[config.mk]
export PLATFORM = sky130hd
export DESIGN_NAME = irq_timer_bank
export DESIGN_NICKNAME = d
export VERILOG_FILES = /design/src/rtl/yrv_board_pkg.sv /design/src/rtl/irq_timer_channel.sv /design/src/rtl/irq_timer_bank.sv
export SDC_FILE = /design/constraint.sdc
export NUM_CORES = 1
export LEC_CHECK = 0
export ABC_AREA = 1
export ABC_CLOCK_PERIOD_IN_PS = 3500
export BUFFER_PORTS_ARGS = -buffer_cell sky130_fd_sc_hd__buf_4
export CAP_MARGIN = 15
export CORE_AREA = 8 8 80 82
export CTS_CLUSTER_DIAMETER = 100
export CTS_CLUSTER_SIZE = 30
export DETAILED_ROUTE_END_ITERATION = 16
export DIE_AREA = 0 0 88 90
export PLACE_DENSITY = 0.82
export SYNTH_ARGS = -nofsm -noshare
export SYNTH_HDL_FRONTEND = slang
export SYNTH_SLANG_ARGS = --single-unit
[constraint.sdc]
create_clock -name clk -period 3.5 [get_ports clk]
set_clock_uncertainty 0.1 [all_clocks]
set_input_delay 0.7 -clock clk [delete_from_list [all_inputs] [get_ports clk]]
set_output_delay 0.7 -clock clk [all_outputs]
set_load 0.02 [all_outputs]
[src/rtl/yrv_board_pkg.sv]
// rtl/yrv_board_pkg.sv - shared board constants, channel control type and period helper
package yrv_board_pkg;

    localparam int CLK_FREQUENCY = 50_000_000;
    localparam int CTRL_PERIOD_W = 16;

    typedef struct packed {
        logic                     en;
        logic                     oneshot;
        logic [CTRL_PERIOD_W-1:0] period;
    } ch_ctrl_t;

    // Terminal count giving an interrupt rate of hz with the given prescaler ratio
    function automatic int period_for_hz(input int hz, input int presc);
        return CLK_FREQUENCY / (hz * presc) - 1;
    endfunction

endpackage

[src/rtl/irq_timer_channel.sv]
// rtl/irq_timer_channel.sv - one timer channel: counter, one-shot done flag, req/ovf latches
module irq_timer_channel
    import yrv_board_pkg::*;
#(
    parameter int CNT_W = 16
) (
    input  logic             clk,
    input  logic             reset_n,
    input  logic             tick,
    input  logic             en,
    input  logic             oneshot,
    input  logic [CNT_W-1:0] period,
    input  logic             clr,
    output logic             req,
    output logic             ovf
);

    logic [CNT_W-1:0] cnt_q, cnt_d;
    logic             done_q, done_d;
    logic             req_q, req_d;
    logic             ovf_q, ovf_d;
    logic             fire;

    // >= rather than == so a period lowered below the running count fires at once
    assign fire = en & tick & ~done_q & (cnt_q >= period);

    always_comb begin
        cnt_d  = cnt_q;
        done_d = done_q;
        if (!en) begin
            cnt_d  = '0;
            done_d = 1'b0;
        end else if (tick && !done_q) begin
            cnt_d  = fire ? '0 : cnt_q + CNT_W'(1);
            done_d = fire & oneshot;
        end
        req_d = ~clr & (fire | req_q);
        ovf_d = ~clr & (ovf_q | (fire & req_q));
    end

    always_ff @(posedge clk or negedge reset_n) begin
        if (!reset_n) begin
            cnt_q  <= '0;
            done_q <= 1'b0;
            req_q  <= 1'b0;
            ovf_q  <= 1'b0;
        end else begin
            cnt_q  <= cnt_d;
            done_q <= done_d;
            req_q  <= req_d;
            ovf_q  <= ovf_d;
        end
    end

    assign req = req_q;
    assign ovf = ovf_q;

endmodule

[src/rtl/irq_timer_bank.sv]
// rtl/irq_timer_bank.sv - N-channel periodic interrupt generator with shared prescaler
module irq_timer_bank
    import yrv_board_pkg::*;
#(
    parameter int N_CH  = 2,
    parameter int CNT_W = 16,
    parameter int PRESC = 1,
    parameter int ID_W  = (N_CH > 1 ? $clog2(N_CH) : 1)
) (
    input  logic                  clk,
    input  logic                  reset_n,
    input  logic [N_CH-1:0]       ch_en,
    input  logic [N_CH-1:0]       ch_oneshot,
    input  logic [N_CH*CNT_W-1:0] ch_period,
    input  logic [N_CH-1:0]       ch_clr,
    output logic [N_CH-1:0]       ch_req,
    output logic [N_CH-1:0]       ch_ovf,
    output logic                  ei_req,
    output logic [ID_W-1:0]       ei_id
);

    logic tick;

    generate
        if (PRESC == 1) begin : g_no_presc
            assign tick = 1'b1;
        end else begin : g_presc
            localparam int PW = $clog2(PRESC);
            logic [PW-1:0] presc_q, presc_d;

            // Free-running, deliberately not gated by any channel enable
            assign tick    = (presc_q == PW'(PRESC - 1));
            assign presc_d = tick ? '0 : presc_q + PW'(1);

            always_ff @(posedge clk or negedge reset_n) begin
                if (!reset_n) presc_q <= '0;
                else          presc_q <= presc_d;
            end
        end
    endgenerate

    generate
        for (genvar i = 0; i < N_CH; i++) begin : g_ch
            irq_timer_channel #(.CNT_W(CNT_W)) u_ch (
                .clk     (clk),
                .reset_n (reset_n),
                .tick    (tick),
                .en      (ch_en[i]),
                .oneshot (ch_oneshot[i]),
                .period  (ch_period[i*CNT_W +: CNT_W]),
                .clr     (ch_clr[i]),
                .req     (ch_req[i]),
                .ovf     (ch_ovf[i])
            );
        end
    endgenerate

    assign ei_req = |ch_req;

    // Scan high to low so the lowest pending index is the one left standing
    always_comb begin
        ei_id = '0;
        for (int i = N_CH - 1; i >= 0; i--) begin
            if (ch_req[i]) ei_id = ID_W'(i);
        end
    end

endmodule
==> impl_metrics.ini <==
[power_and_ir_drop]
vdd_ir_drop_max_uv = 191
p_leak_nw = 1.88
powerDensity_mw_per_mm2 = 253
swShare_pct = 25.5
clkPwrFrac_pct = 36.2
p_int_uw = 656
seq_power_share_pct = 51.4
combPwrFrac_pct = 12.5
p_sw_uw = 224

[grt]
grt_pass1_wl_um = 12200
grt_max_degree = 39
grt.total_usage_pct = 18.6
grt_pass1_vias = 2880
grt_overflow = 0
antenna_found_initial = 0

[synthesis]
synth_simple_gate_area_share_pct = 27.0
ys_ff_latch = 38
synth_adder_area_share_pct = 14.1
synth_compound_area_share_pct = 9.52
ys_seq_area_share_pct = 31.6
synth_xor_area_share_pct = 5.53
netlist_area_mm2 = 0.00301
synthMuxAreaShare_pct = 0
syn_avg_cell_area_um2 = 7.13
yosysWarnings = 0
ys_types = 28
syn_nets = 496
synth_top_family_by_area = simple AND/OR/NAND/NOR gates
netlist_instances = 422

[setup_path]
crit_path_max_fanout = 15
crit_path_cell_trace = buf_4 -> inv_1 -> ha_1 -> nand2_1 -> nor2_1 -> and2_1 -> nor2_1 -> nand2_1 -> nand2_1 -> nand3_2 -> o21ai_0
worstSetupPathType = input port to flop
cp.arrival_ns = 2.22
path_buf_inv = 2
crit_required_ns = 3.61
cp_slowest_cell = ha_1
cp_top_family = simple AND/OR/NAND/NOR gates
crit_path_frequent_cell = nand2_1
slowest_delay_ns = 0.29
cp-end-kind = flop
crit_path_start_kind = input port

[final_layout]
nets = 539
drive_above_1_share_pct = 13.5
area_growth_pct = 15.4
diodes = 0
final_util_pct = 66.3

[drt]
final_antenna_net_count = 0
firstDrtPassIters = 4
post_drt_wl_per_cell_um = 12.9
drc = 0
routed_via_density = 5.13
dr_total_vias = 2762
wl_um = 6920
first_iter_violations = 156

[place]
portBuffers = 45
place.gp.congestion = 0.845
dp_hpwl_um = 5400

[timing]
finalCritPeriodShare_pct = 60.3
finalSetupViolations = 0
finalHoldViolations = 0
worst_slew_pin_slew_ns = 0.713
fin_setup_tns_ns = 0
fmax_mhz = 474
period_minus_slack_ns = 2.11
slew_headroom_pct = 52.4
rsz0062_at_grt = no
slew_violations = 0

[clock_network]
cts_hold_buffers = 0
htree_levels = 2
clk_pin_slew_ns = 0.08
worstSkewPairLatency_ns = 0.29
cts_buffers = 5
cts_resized = 0
tritoncts = done
root_buffer = clkbuf_8
cts.sinks = 38
post_cts_buffers = 0
clock_path_buffers = 2

[floorplan]
dieArea_mm2 = 0.00792
pin_count = 46
start_util_pct = 57.5
design.core.area_mm2 = 0.00524
rows = 27
die_w_um = 88
die_y_um = 90

[outcome]
outcome = complete, no violations

[hold_path]
hold_class = input port to async pin

[flow_run]
cap_viol_max_count = 0
-- sequential cells by signal, summed over array words and instances (netlist names) --
name	count
g_ch.u_ch.cnt_q	32
g_ch.u_ch.ovf	2
g_ch.u_ch.done_q	2
g_ch.u_ch.req	2
-- placed cells by master, fill, tap and decap left out, drive strengths merged --
cell type,count
o22ai,3
buf,45
nand2,99
clkbuf,6
nand3,40
clkinv,1
xor2,15
inv,82
clkinvlp,1
dfrtp,38
a31oi,1
nand4,5
nor3,3
nor2,37
o21a,1
xnor2,4
a21oi,17
o21ai,33
and2,1
ha,34
-- worst paths after layout --
| path | start | endpoint | slack, ns | depth (start not counted) |
|---|---|---|---|---|
| worst max-delay path | ch_period[23] | g_ch[1].u_ch.cnt_q[0] | 1.39 | 11 |
| worst min-delay path | reset_n | g_ch[0].u_ch.cnt_q[2] | 0.27 | 1 |
| worst max register to register | g_ch[1].u_ch.cnt_q[7] | g_ch[1].u_ch.cnt_q[0] | 1.45 | 9 |
| worst min register to register | g_ch[0].u_ch.ovf | g_ch[0].u_ch.ovf | 0.41 | 2 |
| max in group asynchronous | reset_n | g_ch[1].u_ch.req | 2.67 | 1 |
| min in group clk | g_ch[0].u_ch.ovf | g_ch[0].u_ch.ovf | 0.41 | 2 |
-- Yosys cell counts --
cell | instances | area [um^2]
nor2_1 | 33 | 124
xnor2_1 | 4 | 35.0
nand2_2 | 1 | 6.26
nor2_4 | 3 | 33.8
o22ai_1 | 3 | 18.8
nand3_4 | 1 | 17.5
a31oi_1 | 1 | 6.26
inv_1 | 81 | 304
dfrtp_1 | 38 | 951
o21a_1 | 1 | 7.51
o21ai_0 | 22 | 110
clkbuf_1 | 2 | 7.51
a21oi_1 | 17 | 85.1
ha_1 | 34 | 425
nor3_1 | 3 | 15.0
xor2_1 | 15 | 131
buf_2 | 2 | 10.0
nand2_1 | 98 | 368
o21ai_1 | 10 | 50.1
inv_2 | 1 | 3.75
nand3_1 | 37 | 185
buf_4 | 4 | 30.0
o21ai_2 | 1 | 8.76
and2_1 | 1 | 6.26
nor2_2 | 1 | 6.26
nand4_1 | 5 | 31.3
nand3_2 | 2 | 20.0
buf_6 | 1 | 11.3
-- final cells by class --
class | count | area [um^2]
Inverter | 82 | 308
Clock inverter | 2 | 12.5
Tap cell | 72 | 90.1
Multi-Input combinational cell | 293 | 1690
Timing Repair Buffer | 45 | 338
Clock buffer | 6 | 82.6
Sequential cell | 38 | 951
Fill cell | 474 | 1760
-- routing by layer --
| layer | GRT usage (%) | routed length [um] | vias up |
|---|---|---|---|
| li1 | - | - | 1417 |
| met3 | 4.19 | 288 | 11 |
| met4 | 6.74 | 85 | 0 |
| met1 | 20.7 | 2860 | 1272 |
| met2 | 33.1 | 3680 | 62 |
| met5 | 0 | 0 | - |
-- cell families (layout without fill, tap and decap cells) --
family                   after synthesis  count (layout)
AO/OA/AOI/OAI                         55              55
XOR/XNOR                              19              19
AND/OR/NAND/NOR                      185             185
adder cells (fa/ha/maj)               34              34
buffers and inverters                 91             135
flip-flops                            38              38
-- metrics by stage --
step	hold WS, ns	power, mW	worst slack (ns)	std cells	cell area (um^2)
floorplan	0.304	0.514	1.46	422	3010
global placement	0.403	0.565	1.15	530	3380
detailed placement	0.405	0.572	1.07	530	3380
CTS	0.277	0.889	1.38	538	3470
global route	0.309	0.925	1.20	538	3470
finish	0.266	0.880	1.39	538	3470
-- power groups by stage --
stage	sequential [mW]	combinational, mW	clock (mW)
6_report	0.452	0.110	0.318
5_1_grt	0.453	0.129	0.343
4_1_cts	0.452	0.111	0.325
3_5_place_dp	0.461	0.111	0
3_3_place_gp	0.460	0.105	0
2_1_floorplan	0.459	0.0549	0
No activity file was read; power rests on OpenSTA's default activity.
